## src/rtl/hazard_fwd_unit.sv

```systemverilog
// hazard_fwd_unit: load-use stall detection and EX operand forwarding for a 5-stage pipeline.
//
// Ports:
//   clk, reset            clock; asynchronous active-low reset
//   id_*                  ID-stage instruction fields (valid, sources, use flags, rd, control bits)
//   flush                 taken branch in EX; kills the instruction entering EX
//   ex_rs1/rs2_data       ID/EX-latched register-file operands
//   mem_alu_result        EX/MEM ALU result (MEM forward source)
//   wb_data               MEM/WB write-back value (WB forward source)
//   stall                 hold PC and IF/ID, bubble into ID/EX
//   fwd_a, fwd_b          operand source: 00 regfile, 01 MEM, 10 WB
//   ex_op_a, ex_op_b      forwarded EX operands
//   stall_cnt, flush_cnt  saturating event counters, present only with HAZ_STATS_EN defined
module hazard_fwd_unit #(
   parameter int XLEN = 8,
   parameter int REGW = 5,
   parameter int CNTW = 16
) (
   input  logic            clk,
   input  logic            reset,
   input  logic            id_valid,
   input  logic [REGW-1:0] id_rs1,
   input  logic [REGW-1:0] id_rs2,
   input  logic            id_rs1_used,
   input  logic            id_rs2_used,
   input  logic [REGW-1:0] id_rd,
   input  logic            id_regwrite,
   input  logic            id_memread,
   input  logic            flush,
   input  logic [XLEN-1:0] ex_rs1_data,
   input  logic [XLEN-1:0] ex_rs2_data,
   input  logic [XLEN-1:0] mem_alu_result,
   input  logic [XLEN-1:0] wb_data,
   output logic            stall,
   output logic [1:0]      fwd_a,
   output logic [1:0]      fwd_b,
   output logic [XLEN-1:0] ex_op_a,
   output logic [XLEN-1:0] ex_op_b
`ifdef HAZ_STATS_EN
   ,
   output logic [CNTW-1:0] stall_cnt,
   output logic [CNTW-1:0] flush_cnt
`endif
);
   typedef struct packed {
      logic            v;
      logic [REGW-1:0] rd;
      logic            rw;
      logic            mr;
      logic [REGW-1:0] rs1;
      logic [REGW-1:0] rs2;
      logic            u1;
      logic            u2;
   } ex_t;
   typedef struct packed {
      logic            v;
      logic [REGW-1:0] rd;
      logic            rw;
      logic            mr;
   } mem_t;
   // memread is dead once the instruction reaches WB, so WB keeps only what forwarding needs
   typedef struct packed {
      logic            v;
      logic [REGW-1:0] rd;
      logic            rw;
   } wb_t;
   ex_t  ex;
   mem_t mem;
   wb_t  wb;
   logic mem_src, wb_src;
   logic mem_hit_a, mem_hit_b, wb_hit_a, wb_hit_b;
   always_ff @(posedge clk or negedge reset)
      if (!reset) begin
         ex  <= '0;
         mem <= '0;
         wb  <= '0;
      end else begin
         wb  <= '{v: mem.v, rd: mem.rd, rw: mem.rw};
         mem <= '{v: ex.v, rd: ex.rd, rw: ex.rw, mr: ex.mr};
         ex  <= (flush || stall) ? '0 :
                '{v: id_valid, rd: id_rd, rw: id_regwrite, mr: id_memread,
                  rs1: id_rs1, rs2: id_rs2, u1: id_rs1_used, u2: id_rs2_used};
      end
   // flush outranks the load-use condition: the stalled-for producer is being killed anyway
   always_comb
      stall = id_valid && ex.v && ex.mr && ex.rw && (ex.rd != '0) && !flush &&
              ((id_rs1_used && id_rs1 == ex.rd) || (id_rs2_used && id_rs2 == ex.rd));
   // an invalid EX entry gates every hit, so a bubble never forwards
   always_comb begin
      mem_src   = ex.v && mem.v && mem.rw && (mem.rd != '0);
      wb_src    = ex.v && wb.v && wb.rw && (wb.rd != '0);
      mem_hit_a = mem_src && ex.u1 && mem.rd == ex.rs1;
      mem_hit_b = mem_src && ex.u2 && mem.rd == ex.rs2;
      wb_hit_a  = wb_src && ex.u1 && wb.rd == ex.rs1;
      wb_hit_b  = wb_src && ex.u2 && wb.rd == ex.rs2;
   end
   // a load matching in MEM must not fall through to an older WB value; it yields 00
   always_comb begin
      fwd_a = mem_hit_a ? (mem.mr ? 2'b00 : 2'b01) : wb_hit_a ? 2'b10 : 2'b00;
      fwd_b = mem_hit_b ? (mem.mr ? 2'b00 : 2'b01) : wb_hit_b ? 2'b10 : 2'b00;
   end
   always_comb begin
      ex_op_a = (fwd_a == 2'b01) ? mem_alu_result : (fwd_a == 2'b10) ? wb_data : ex_rs1_data;
      ex_op_b = (fwd_b == 2'b01) ? mem_alu_result : (fwd_b == 2'b10) ? wb_data : ex_rs2_data;
   end
   load_in_mem_fwd: assert property (@(posedge clk) disable iff (!reset)
      !((mem_hit_a || mem_hit_b) && mem.mr))
      else $error("load in MEM matched an EX source; load-use stall was bypassed");
`ifdef HAZ_STATS_EN
   always_ff @(posedge clk or negedge reset)
      if (!reset) begin
         stall_cnt <= '0;
         flush_cnt <= '0;
      end else begin
         if (stall && !(&stall_cnt)) stall_cnt <= stall_cnt + 1'b1;
         if (flush && !(&flush_cnt)) flush_cnt <= flush_cnt + 1'b1;
      end
`endif
endmodule

```

## config.mk

```make
export PLATFORM = sky130hd
export DESIGN_NAME = hazard_fwd_unit
export DESIGN_NICKNAME = d
export VERILOG_FILES = /design/src/rtl/hazard_fwd_unit.sv
export SDC_FILE = /design/constraint.sdc
export NUM_CORES = 1
export LEC_CHECK = 0
export ABC_CLOCK_PERIOD_IN_PS = 2400
export BUFFER_PORTS_ARGS = -buffer_cell sky130_fd_sc_hd__buf_2
export CAP_MARGIN = 20
export CORE_AREA = 4 4 55 82
export CTS_BUF_LIST = sky130_fd_sc_hd__clkbuf_4 sky130_fd_sc_hd__clkbuf_8
export DETAILED_ROUTE_END_ITERATION = 8
export DIE_AREA = 0 0 59 86
export GPL_TIMING_DRIVEN = 1
export PLACE_DENSITY = 0.78
export SYNTH_ARGS = -nofsm -noshare
export SYNTH_HDL_FRONTEND = slang
export SYNTH_SLANG_ARGS = --single-unit
```

## constraint.sdc

```tcl
create_clock -name clk -period 2.4 [get_ports clk]
set_input_delay 0 -clock clk [delete_from_list [all_inputs] [get_ports clk]]
set_output_delay 0 -clock clk [all_outputs]
set_load 0.02 [all_outputs]
```

After elaboration in Yosys (flattened, before gate mapping):

Index checks and enable logic that the tools add are counted.

* reductions and logical operators: 28
* equal/unequal tests: 10
* muxes and demuxes: 10

Operators by type and width (number)
* $mux 8: 4
* $eq 5x5->1: 6
* $logic_and 1x1->1: 22
* $mux 20: 1
* $reduce_bool 5->1: 3
* $mux 2: 4
* $eq 2x1->1 const B: 2
* $eq 2x2->1 const B: 2
* $logic_or 1x1->1: 2
* $logic_not 1->1: 1
* $mux 1: 1

* output and inout bits: 21
* register bits after elaboration: 35
* input bits: 55
* logic and storage cells: 63

Depth between registers and ports, before layout:

Gate-level depths: netlist (run 1).

* word-level depth: 10
* depth in mapped cells: 6
* mapped depth without buffers: 5

Least setup slack after synthesis (run 1):

OpenSTA, ideal clock, no wires.

* kind: reg-to-output
* start point: register mem[2] in the netlist's numbering
* end point: output ex_op_b[0]
* slack: 208 ps
* required time: 2400 ps
* arrival: 2192 ps
* buffers on the path: 0
* stages on the path, launching flop included: 6
* path through: dfrtp_1 -> xnor2_1 -> nand4_1 -> nor4_2 -> o21bai_2 -> o221a_1

* word-level cells in the longest chain between the ends: 8
* elaborated cells between the ends (all ways): 10
* classes of those cells: 3 x eq/ne; 3 x mux; 4 x reduce/logical

Ends and longest elaborated chain
* from (decl): RTL line 68 `mem_t mem;`
* from (signal assigned): RTL line 79 `mem <= '{v: ex.v, rd: ex.rd, rw: ex.rw, mr: ex.mr};`
* $reduce_bool 5->1: RTL line 90 `mem_src = ex.v && mem.v && mem.rw && (mem.rd != '0);`
* $logic_and 1x1->1: RTL line 90
* $logic_and 1x1->1: RTL line 93 `mem_hit_b = mem_src && ex.u2 && mem.rd == ex.rs2;`
* $logic_and 1x1->1 *: RTL line 93
* $mux 2 *: RTL line 100 `fwd_b = mem_hit_b ? (mem.mr ? 2'b00 : 2'b01) : wb_hit_b ? 2'b10 : 2'b00;`
* net fwd_b[0]: RTL line 36 `output logic [1:0] fwd_b,`
* $eq 2x2->1: RTL line 104 `ex_op_b = (fwd_b == 2'b01) ? mem_alu_result : (fwd_b == 2'b10) ? wb_data : ex_rs2_data;`
* $mux 8: RTL line 104
* $mux 8 *: RTL line 104
* to (decl): RTL line 38 `output logic [XLEN-1:0] ex_op_b`

Mark *: on every way through the listed nets, which the timed path passes. The rest lies on a longest branch.

Worst setup path after layout (run 1):

* start point: register mem[5] in the netlist's numbering
* end point: output ex_op_a[4]

* word-level cells in the longest chain between the ends: 8
* elaborated cells between the ends (all ways): 10
* classes of those cells: 3 x eq/ne; 3 x mux; 4 x reduce/logical

Ends and longest elaborated chain
* $reduce_bool 5->1: RTL line 90
* $logic_and 1x1->1: RTL line 90
* $logic_and 1x1->1: RTL line 92 `mem_hit_a = mem_src && ex.u1 && mem.rd == ex.rs1;`
* $logic_and 1x1->1 *: RTL line 92
* $mux 2 *: RTL line 99 `fwd_a = mem_hit_a ? (mem.mr ? 2'b00 : 2'b01) : wb_hit_a ? 2'b10 : 2'b00;`
* $eq 2x2->1: RTL line 103 `ex_op_a = (fwd_a == 2'b01) ? mem_alu_result : (fwd_a == 2'b10) ? wb_data : ex_rs1_data;`
* $mux 8: RTL line 103
* $mux 8 *: RTL line 103
* to (decl): RTL line 37 `output logic [XLEN-1:0] ex_op_a,`

Every way passes the cells marked *; elsewhere a longest branch is shown, timed or not.

==> results of run 1 <==
-- stage by stage --
stage | cells | utilization | TNS, ns | hold slack [ns]
5_1_grt | 316 | 0.708 | -1.05 | 0.0938
6_report | 316 | 0.708 | -0.0620 | 0.0690
4_1_cts | 311 | 0.692 | -0.139 | 0.0649
2_1_floorplan | 159 | - | 0 | -0.296
3_5_place_dp | 278 | 0.583 | 0 | 0.0991
3_3_place_gp | 278 | 0.583 | 0 | 0.0938
-- synth_stat cells, types with 2 or more instances --
cell type   n  share of area
a21oi_1     2         0.0055
and2_1     22          0.076
clkbuf_1    2         0.0041
dfrtp_1    35           0.48
nand2_1     3         0.0062
nand2b_1    8          0.028
nand3_1     3         0.0083
nand4_1     6          0.021
nor2_1      3         0.0062
nor3_1      3         0.0083
nor4_1      3          0.010
o221a_1     8          0.050
o221a_2     7          0.043
or3_1       7          0.024
or4_1       2         0.0083
xnor2_1    18          0.087
xor2_1     12          0.058
-- cell families (layout without fill, tap and decap cells) --
| family | Yosys count | after routing | share of synthesized area |
|---|---|---|---|
| xor+xnor | 30 | 30 | 0.145 |
| compound gates | 24 | 24 | 0.140 |
| buf+inv | 6 | 117 | 0.0172 |
| flops | 35 | 35 | 0.482 |
| simple gates | 64 | 65 | 0.216 |
-- worst reg2reg max path: stages (launching register included) --
cell and delay, ns:
dfrtp_1 0.43, or4_1 0.57, nor2_1 0.12, nor3_1 0.06, a21oi_1 0.25, buf_4 0.24
and2_1 0.15
-- per-layer routing --
metal	routed length (microns)	track usage	vias up
li1	-	-	805
met3	501	0.0497	17
met5	0	0	-
met4	173	0.103	0
met1	1560	0.182	766
met2	2680	0.395	94
-- repair_timing --
action / in CTS / in global routing
pin swaps: 10 / 8
gates resized for setup: 19 / 5
cloned: 1 / 0
setup buffers: 4 / 5
endpoints found under the hold margin: 55 / 0
hold buffers: 21 / 0
endpoints found under the setup margin: 16 / 16
-- power groups by stage --
stage / Clock (mW) / Combinational, mW / Sequential, mW
detailed placement: 0 / 0.192 / 0.663
global route: 0.448 / 0.262 / 0.656
CTS: 0.425 / 0.238 / 0.651
floorplan: 0 / 0.103 / 0.655
global placement: 0 / 0.189 / 0.661
finish: 0.409 / 0.242 / 0.651
-- worst max-delay path by stage --
stage | from | end | slack, ns | cells after the start
after detailed placement | mem[3] | ex_op_a[0] | 0.07 | 6
after floorplan | mem[2] | ex_op_b[0] | 0.21 | 5
final | mem[5] | ex_op_a[4] | -0.03 | 7
after global routing | mem[5] | ex_op_a[1] | -0.1 | 7
after CTS | mem[4] | ex_op_a[0] | -0.03 | 6
after global placement | mem[3] | ex_op_a[3] | 0.10 | 6
-- registers in the layout, summed over array words and instances (netlist names) --
register  flops
ex           20
wb            7
mem           8
-- placed cells by master, fill, tap and decap left out, types with 8 or more instances in the layout --
| cell type | count |
|---|---|
| o221a_1 | 8 |
| buf_4 | 11 |
| buf_6 | 8 |
| dfrtp_1 | 35 |
| and2_1 | 22 |
| buf_2 | 67 |
| dlygate4sd3_1 | 21 |
| xor2_1 | 12 |
| xnor2_1 | 18 |
| nand2b_1 | 8 |
-- cell type report --
class,count,area share
tap,45,0.0206
timing repair buffer,108,0.270
multi-input combinational,119,0.353
clock inverter,1,0.00183
sequential,35,0.321
inverter,2,0.00275
clock buffer,6,0.0302
==> metrics.md, run 1 <==
| Metric | Value |
|---|---|
| Share of post-route cells with drive strength above 1 | `0.406` |
| Min Clock Period, post-route | `~2.4 ns` |
| Startpoint Class | `register` |
| Net switching power | `between 0.3 and 0.4 mW` |
| Critical-path maximum fanout | `5` |
| Final worst slack | `-0.0252 ns` |
| Number of register bits inferred by synthesis | `35` |
| Worst reg2reg path depth | `6` |
| Outcome | `finished, violations left` |
| Post-detailed-placement half-perimeter wirelength | `3490 microns` |
| Worst path bufs/invs | `2` |
| CTS max path bufs | `2` |
| Mean number of vias per cell | `about 5.3` |
| Area growth from synthesis to layout | `50.3%` |
| Die boundary width | `59 microns` |
| CP max stage cell | `or4_4` |
| Clock Root Buffer | `clkbuf_8` |
| TritonCTS Buffers | `5` |
| DRC Markers | `0` |
| Number of search-and-repair iterations in the first detailed-routing pass | `4` |
| Cell family with the largest share of critical-path delay | `simple AND/OR/NAND/NOR gates` |
| Nets | `about 330` |
| Max Fclk | `412 MHz` |
| Required @ worst endpoint | `between 2 and 2.5 ns` |
| Hold Path End | `ex[13]` |
| Max-Cap Viols | `0` |
| Violated checks | `negative setup slack` |
| Placed cell area | `around 2200 sq um` |
| Number of core rows | `28` |
| Post-route ant nets | `0` |
| Port Buffer Count | `75` |
| Share of the yosys chip area belonging to registers | `0.482` |
| Syn_area_per_cell | `11.4 sq um` |
| Final Instance Area | `around 2700 sq um` |
| Final Wtd Congestion | `0.876` |
| Reg-to-reg critical path startpoint | `ex[15]` |
| Count of clock tree sinks | `35` |
| Iter 0 DRT Violations | `39` |
| Clock tree from TritonCTS | `done` |
| Clock power share | `0.314` |
| Area of the multi-input gates | `between 900 and 1000 sq um` |
| Number of global-route vias before repair | `1756` |
| Worst hold path depth | `3` |
| Global-route wire length before repair | `approximately 7700 microns` |
| Fraction of power spent switching nets | `0.246` |
| Warnings, synthesis | `0` |
| Cell variety after synth | `32` |
| Class of the most critical setup path | `reg2out` |
| Internal power | `0.983 mW` |
| Total of endpoints with negative setup slack in the final report | `4` |
| Num ports | `76` |
| Placeable Area | `3850 sq um` |
| Number of synthesized flops with an enable pin | `0` |
| Fraction of power consumed by combinational cells | `0.186` |
| Pin count of the biggest net entering global routing | `36` |
| Slew @ Worst Pin | `0.730 ns` |
| Critical Path Sink Type | `output pin` |
| Endpoint of the most critical register-to-register path | `ex[16]` |
| RSZ-0062 raised after global routing | `yes` |
| Tcrit/Tclk final | `1.01` |
| Clock latency of the later-clocked register in the worst-skew pair | `0.28 ns` |
| Initial standard-cell utilization of the core | `0.471` |
| Post-layout total power | `roughly 1.3 mW` |
| Async S/R FF share, synth | `1.00` |
| Minimum setup slack after placement | `0.0722 ns` |
| Launch instance of the worst min-delay path | `flush` |
| Areal power density over the cells | `between 400 and 500 nW/um^2` |
| Global-route usage over all layers | `0.203` |
| Worst Clk Skew | `0.00109 ns` |
| Antenna violations before repair | `0` |
| Number of H-tree levels | `2` |
| Global route overflow | `0` |
| Register Area | `876 sq um` |
| CTS clock-pin slew for the worst setup and hold paths | `~0.060 ns` |
| Headroom to the max-slew limit | `0.513` |
| Relative contribution of sequential cells to total power | `0.500` |
| IR drop worst, VDD | `around 0.51 mV` |
| Gate count after technology mapping | `around 160` |
| Peak per-stage delay on the critical path | `around 0.57 ns` |
| Number of fill cells in the layout | `approximately 300` |
| Post-synth design cell area | `~1800 sq um` |
| Final routed wirelength across all metal layers | `about 4900 microns` |
| Pins Over Slew Limit | `0` |
| Critical path, cell by cell | `or4_4 -> o2111ai_4 -> buf_12 -> and3b_2 -> or3_1 -> o221a_2 -> buf_6` |
| Via Count | `around 1700` |
| Top flip-flop cell by instance count after synthesis | `dfrtp_1` |
| Final Hold Vio Count | `0` |
| Antenna Diode Count | `0` |
| Synth Net Count | `about 210` |
| Hold Crit Class | `in2reg` |
| Die height | `86 microns` |
| Leakage power of the design | `between 1 and 1.5 nW` |
| Wire length per cell | `about 16 microns` |
| R2R Setup Slk | `0.51 ns` |
| Arrival time of the worst setup path | `2.43 ns` |
| Total die area | `between 5000 and 6000 sq um` |
Power figures use the tool's default switching activity.
==> run 2: changes to the inputs <==
Settings changed: CORE_AREA 4 4 55 82 to 4 4 56 84, CTS_BUF_LIST sky130_fd_sc_hd__clkbuf_4 sky130_fd_sc_hd__clkbuf_8 to sky130_fd_sc_hd__clkbuf_16, DIE_AREA 0 0 59 86 to 0 0 60 88, PLACE_DENSITY 0.78 to 0.75.
==> run 2 against run 1 <==
Net effect:
- the flow still finishes with violations (negative setup slack)
- fmax grew 0.46%
- register-to-register slack lost 0.02 ns
- clock skew grew 0.0030 ns
- critical endpoint unchanged
- sequential share of layout area shrank 0.84 points
- combinational power is essentially flat
- final cell count grew 0.32%
- largest cell class unchanged
- highest routed layer unchanged
- clock power grew 75%
- non-clock buffer count is the same
==> metrics.md, run 2 (synthesis results as in run 1) <==
| Metric | Value |
|---|---|
| Outcome | `finished, violations left` |
| Violated checks | `negative setup slack` |
| Core occupancy in the finished layout | `0.715` |
| Nets | `326` |
| Largest regs | `ex (20), mem (8), wb (7)` |
| Placed cell area | `2240 sq um` |
| RSZ-0062 raised after global routing | `yes` |
| Global route overflow | `0` |
| Mean number of vias per cell | `5.31` |
| Count of clock tree sinks | `35` |
| Max-Cap Viols | `0` |
| Antenna Diode Count | `0` |
| Class of the most critical setup path | `reg2out` |
| Final Hold Vio Count | `0` |
| Minimum setup slack after placement | `about 0.097 ns` |
| Final Wtd Congestion | `just under 0.9` |
| Port Buffer Count | `75` |
| Via Count | `~1700` |
| Aggregate negative setup slack | `-0.0617 ns` |
| Iter 0 DRT Violations | `58` |
| Post-detailed-placement half-perimeter wirelength | `3530 microns` |
| Placeable Area | `3920 sq um` |
| Hold Crit Class | `in2reg` |
| CP max stage cell | `or4_4` |
| Initial standard-cell utilization of the core | `0.463` |
| Clock latency of the later-clocked register in the worst-skew pair | `around 0.28 ns` |
| Antenna violations before repair | `0` |
| Post-route ant nets | `0` |
| Final Hold Slack | `around 0.075 ns` |
| Largest register FFs | `20` |
| Top library cells by usage in the layout, fill and taps aside | `buf_2, dfrtp_1, and2_1` |
| Required @ worst endpoint | `2.40 ns` |
| Number of fill cells in the layout | `295` |
| Final Instance Area | `2800 sq um` |
| Pins Over Slew Limit | `0` |
| Clock tree from TritonCTS | `done` |
| Startpoint Class | `register` |
| Number of H-tree levels | `2` |
| Critical-path maximum fanout | `8` |
| Areal power density over the cells | `575 nW/um^2` |
| Tcrit/Tclk final | `1.01` |
| Headroom to the max-slew limit | `0.520` |
| Slew @ Worst Pin | `0.720 ns` |
| Die height | `just under 90 microns` |
| Share of post-route cells with drive strength above 1 | `0.404` |
| Most flop-heavy register | `ex` |
| CTS clock-pin slew for the worst setup and hold paths | `0.05 ns` |
| Critical Path Sink Type | `output pin` |
| Final worst slack | `-0.0142 ns` |
| Peak per-stage delay on the critical path | `about 0.57 ns` |
| Leading cell type in the layout, fill and taps excluded | `buf_2` |
| Number of core rows | `28` |
| TritonCTS Buffers | `5` |
| Total die area | `around 5300 sq um` |
| Total of endpoints with negative setup slack in the final report | `7` |
| Wire length per cell | `16.0 microns` |
| Global-route usage over all layers | `0.207` |
| Leakage power of the design | `~1.3 nW` |
| Clock Root Buffer | `clkbuf_16` |
| Die boundary width | `60 microns` |
| Global-route wire length before repair | `7910 microns` |
| Critical path, cell by cell | `or4_4 -> o2111ai_4 -> and3b_2 -> o21ai_4 -> o221a_2 -> buf_6` |
| Cell family with the largest share of critical-path delay | `simple AND/OR/NAND/NOR gates` |
| Num ports | `76` |
| Pin count of the biggest net entering global routing | `36` |
| CTS max path bufs | `2` |
| Max Fclk | `414 MHz` |
| IR drop worst, VDD | `between 0.6 and 0.7 mV` |
| Worst Clk Skew | `a little over 0.004 ns` |
| DRC Markers | `0` |
| Number of global-route vias before repair | `1751` |
| Arrival time of the worst setup path | `2.41 ns` |
| Area growth from synthesis to layout | `54.3%` |
| Number of search-and-repair iterations in the first detailed-routing pass | `4` |
| Worst path bufs/invs | `1` |
| Final routed wirelength across all metal layers | `just over 5000 microns` |
| Min Clock Period, post-route | `between 2 and 2.5 ns` |
## run 2: per-layer routing
layer  GRT usage  up-vias  wire (microns)  share of wire
li1            -      802               -              -
met1       0.175      772            1570           0.31
met2       0.404       92            2780           0.55
met3      0.0487       17             487          0.096
met4       0.131        0             217          0.043
met5           0        -               0              0
## run 2: where the power goes
part	internal [mW]	leakage (nW)	switching [mW]
Sequential	0.621	0.451	0.0319
Clock	0.483	0.0812	0.230
Combinational	0.139	0.797	0.106
Total	1.24	1.33	0.368
## run 2: area by class of cell
class                   instances  area [sq um]  share of cell area
inverters                       2          7.51             0.00268
flip-flops and latches         35           876               0.312
repair buffers                108           741               0.264
clock buffers                   5           125              0.0446
clock inverters                 3          38.8              0.0138
multi-input cells             119           960               0.342
well taps                      45          56.3              0.0201
## run 2: worst paths after layout
check | end | startpoint | slack (ns) | depth (start not counted)
worst max-delay path | ex_op_a[4] | mem[5] | -0.01 | 6
worst min-delay path | ex[19] | flush | 0.08 | 3
worst max register to register | ex[0] | ex[15] | 0.49 | 6
worst min register to register | mem[1] | ex[13] | 0.38 | 0
max in group asynchronous | wb[6] | reset | 1.63 | 2
min in group asynchronous | ex[15] | reset | 0.31 | 2
## run 2: tightest hold or removal path, cell delays in order
cell and delay (ns):
buf_2 0.09, a21oi_1 0.07, and2_1 0.15
## run 2: through the flow
stage               power, mW  std cells
finish                   1.61        317
global route             1.68        317
CTS                      1.62        312
detailed placement      0.853        277
global placement        0.849        277
floorplan               0.758        159
## run 2: what timing repair did
item                                    CTS  global route
buffers inserted                          5             6
endpoints found under the hold margin    55             0
pin swaps                                 9            13
hold buffers                             21             0
endpoints found under the setup margin   16            16
gates resized for setup                  21             7
cloned                                    1             0
==> run 3: changes to the inputs <==
Settings changed: SETUP_SLACK_MARGIN from default to 0.4.
==> run 3 against run 2 <==
Net effect:
- the flow now finishes without violations
- sequential cell count unchanged
- wire length is 0.69% higher
- critical path depth unchanged
- global-route usage shrank 0.69 points
- register-to-register slack improved by 0.13 ns
- highest routed layer unchanged
- via count down 0.83%
==> metrics.md, run 3 (synthesis results as in run 1) <==
| Metric | Value |
|---|---|
| Clock Root Buffer | `clkbuf_16` |
| Final worst slack | `~0.053 ns` |
| Relative contribution of sequential cells to total power | `0.406` |
| Critical-path maximum fanout | `9` |
| Met3 GRT Util | `0.0472` |
| Tcrit/Tclk final | `0.978` |
| Leading cell type in the layout, fill and taps excluded | `buf_2` |
| Largest regs | `ex (20), mem (8), wb (7)` |
| Required @ worst endpoint | `about 2.4 ns` |
| Outcome | `finished clean` |
| Hold Crit Class | `in2reg` |
| Fraction of power spent switching nets | `0.228` |
| Final Wtd Congestion | `roughly 0.9` |
| Area growth from synthesis to layout | `54.6%` |
| Areal power density over the cells | `between 500 and 600 nW/um^2` |
| Via Count | `between 1500 and 2000` |
| Wire length per cell | `~16 microns` |
| Pin count of the biggest net entering global routing | `36` |
| Post-route ant nets | `0` |
| Initial standard-cell utilization of the core | `0.463` |
| Global-route wire length before repair | `between 7000 and 8000 microns` |
| Internal power | `~1.2 mW` |
| Fraction of power consumed by combinational cells | `0.153` |
| Leakage power of the design | `between 1 and 1.5 nW` |
| Port Buffer Count | `75` |
| Class of the most critical setup path | `reg2out` |
| Number of core rows | `28` |
| GR Util met1 | `0.189` |
| Total of endpoints with negative setup slack in the final report | `0` |
| Post-detailed-placement half-perimeter wirelength | `3510 microns` |
| Top library cells by usage in the layout, fill and taps aside | `buf_2, dfrtp_1, and2_1` |
| Num ports | `76` |
| Final Instance Count excl. Fillers | `~320` |
| Placed cell count | `278` |
| CTS clock-pin slew for the worst setup and hold paths | `0.05 ns` |
| Min Clock Period, post-route | `2.35 ns` |
| Net switching power | `0.367 mW` |
| CTS max path bufs | `2` |
| Max-Cap Viols | `0` |
| DRC Markers | `0` |
| Final Hold Vio Count | `0` |
| Number of H-tree levels | `2` |
| Global-route usage over all layers | `0.200` |
| Peak per-stage delay on the critical path | `roughly 0.55 ns` |
| Met2 Resource Use GR | `0.396` |
| Startpoint Class | `register` |
| Die boundary width | `~60 microns` |
| Most flop-heavy register | `ex` |
| Largest register FFs | `20` |
| Arrival time of the worst setup path | `between 2 and 2.5 ns` |
| Number of search-and-repair iterations in the first detailed-routing pass | `4` |
| Mean number of vias per cell | `around 5.3` |
| Antenna violations before repair | `0` |
| Max Fclk | `426 MHz` |
| Iter 0 DRT Violations | `46` |
| Headroom to the max-slew limit | `0.509` |
| Core occupancy in the finished layout | `0.716` |
| IR drop worst, VDD | `~0.66 mV` |
| Minimum setup slack after placement | `0.126 ns` |
| Slew @ Worst Pin | `around 0.74 ns` |
| Aggregate negative setup slack | `0 ns` |
| RSZ-0062 raised after global routing | `yes` |
| Pins Over Slew Limit | `0` |
| TritonCTS Buffers | `5` |
| Clock power share | `0.442` |
| Count of clock tree sinks | `35` |
| Worst Clk Skew | `0.00350 ns` |
| Die height | `88 microns` |
| Worst path bufs/invs | `1` |
| Highest-utilization routing layer at the global route stage | `met2` |
| Final Hold Slack | `approximately 0.059 ns` |
| Clock latency of the later-clocked register in the worst-skew pair | `between 0.2 and 0.3 ns` |
| Number of global-route vias before repair | `between 1500 and 2000` |
| Share of post-route cells with drive strength above 1 | `0.410` |
| Cell family with the largest share of critical-path delay | `simple AND/OR/NAND/NOR gates` |
| Placeable Area | `about 3900 sq um` |
| CP max stage cell | `or4_4` |
| Nets | `325` |
| Clock tree from TritonCTS | `done` |
| Critical Path Sink Type | `output pin` |
| Global route overflow | `0` |
| Critical path, cell by cell | `or4_4 -> o2111ai_4 -> nor3_1 -> or2_4 -> o221a_1 -> buf_2` |
| Final routed wirelength across all metal layers | `5100 microns` |
| Antenna Diode Count | `0` |
| Total die area | `approximately 5300 sq um` |
==> run 3: power groups by stage <==
stage	Sequential, mW	Clock (mW)	Combinational, mW
5_1_grt	0.657	0.746	0.266
3_5_place_dp	0.663	0	0.195
2_1_floorplan	0.655	0	0.104
4_1_cts	0.652	0.725	0.243
3_3_place_gp	0.661	0	0.193
6_report	0.653	0.711	0.246
==> run 3: metrics by stage <==
step / power [mW] / area (sq um)
global route: 1.67 / 2810
global placement: 0.854 / 2260
floorplan: 0.759 / 1830
detailed placement: 0.858 / 2260
finish: 1.61 / 2810
CTS: 1.62 / 2770
==> run 3: path summary, 6_finish.rpt <==
| path | from | endpoint | slack, ns | cells after the start |
|---|---|---|---|---|
| worst max-delay path | mem[4] | ex_op_b[0] | 0.05 | 6 |
| worst min-delay path | flush | ex[19] | 0.06 | 3 |
| worst max register to register | ex[15] | ex[18] | 0.62 | 6 |
| worst min register to register | ex[13] | mem[1] | 0.38 | 0 |
| max in group asynchronous | reset | ex[12] | 1.61 | 2 |
| min in group asynchronous | reset | ex[15] | 0.32 | 2 |
==> run 3: worst min-delay path, stage by stage <==
cell	delay [ns]
buf_2	0.10
a21oi_2	0.05
and2_1	0.14
==> run 3: timing repair <==
item | in CTS | in global routing
gates cloned | 1 | 1
pin swaps | 10 | 4
hold buffers | 21 | 0
resized for setup | 21 | 10
hold endpoints to repair | 55 | 0
setup endpoints to repair | 19 | 36
buffers inserted | 7 | 0
==> run 3: layout make-up <==
cell class                 count  area (sq um)
clock buffer                   5           125
timing repair buffer         107           734
multi-input combinational    119           971
sequential                    35           876
tap                           45          56.3
inverter                       2          7.51
clock inverter                 3          38.8
fill                         285          1110
==> run 3: per-layer routing <==
metal  up-vias  part of all wire
met5         -                 0
met4         0             0.023
met3        13             0.095
met2        84              0.56
met1       772              0.32
li1        800                 -
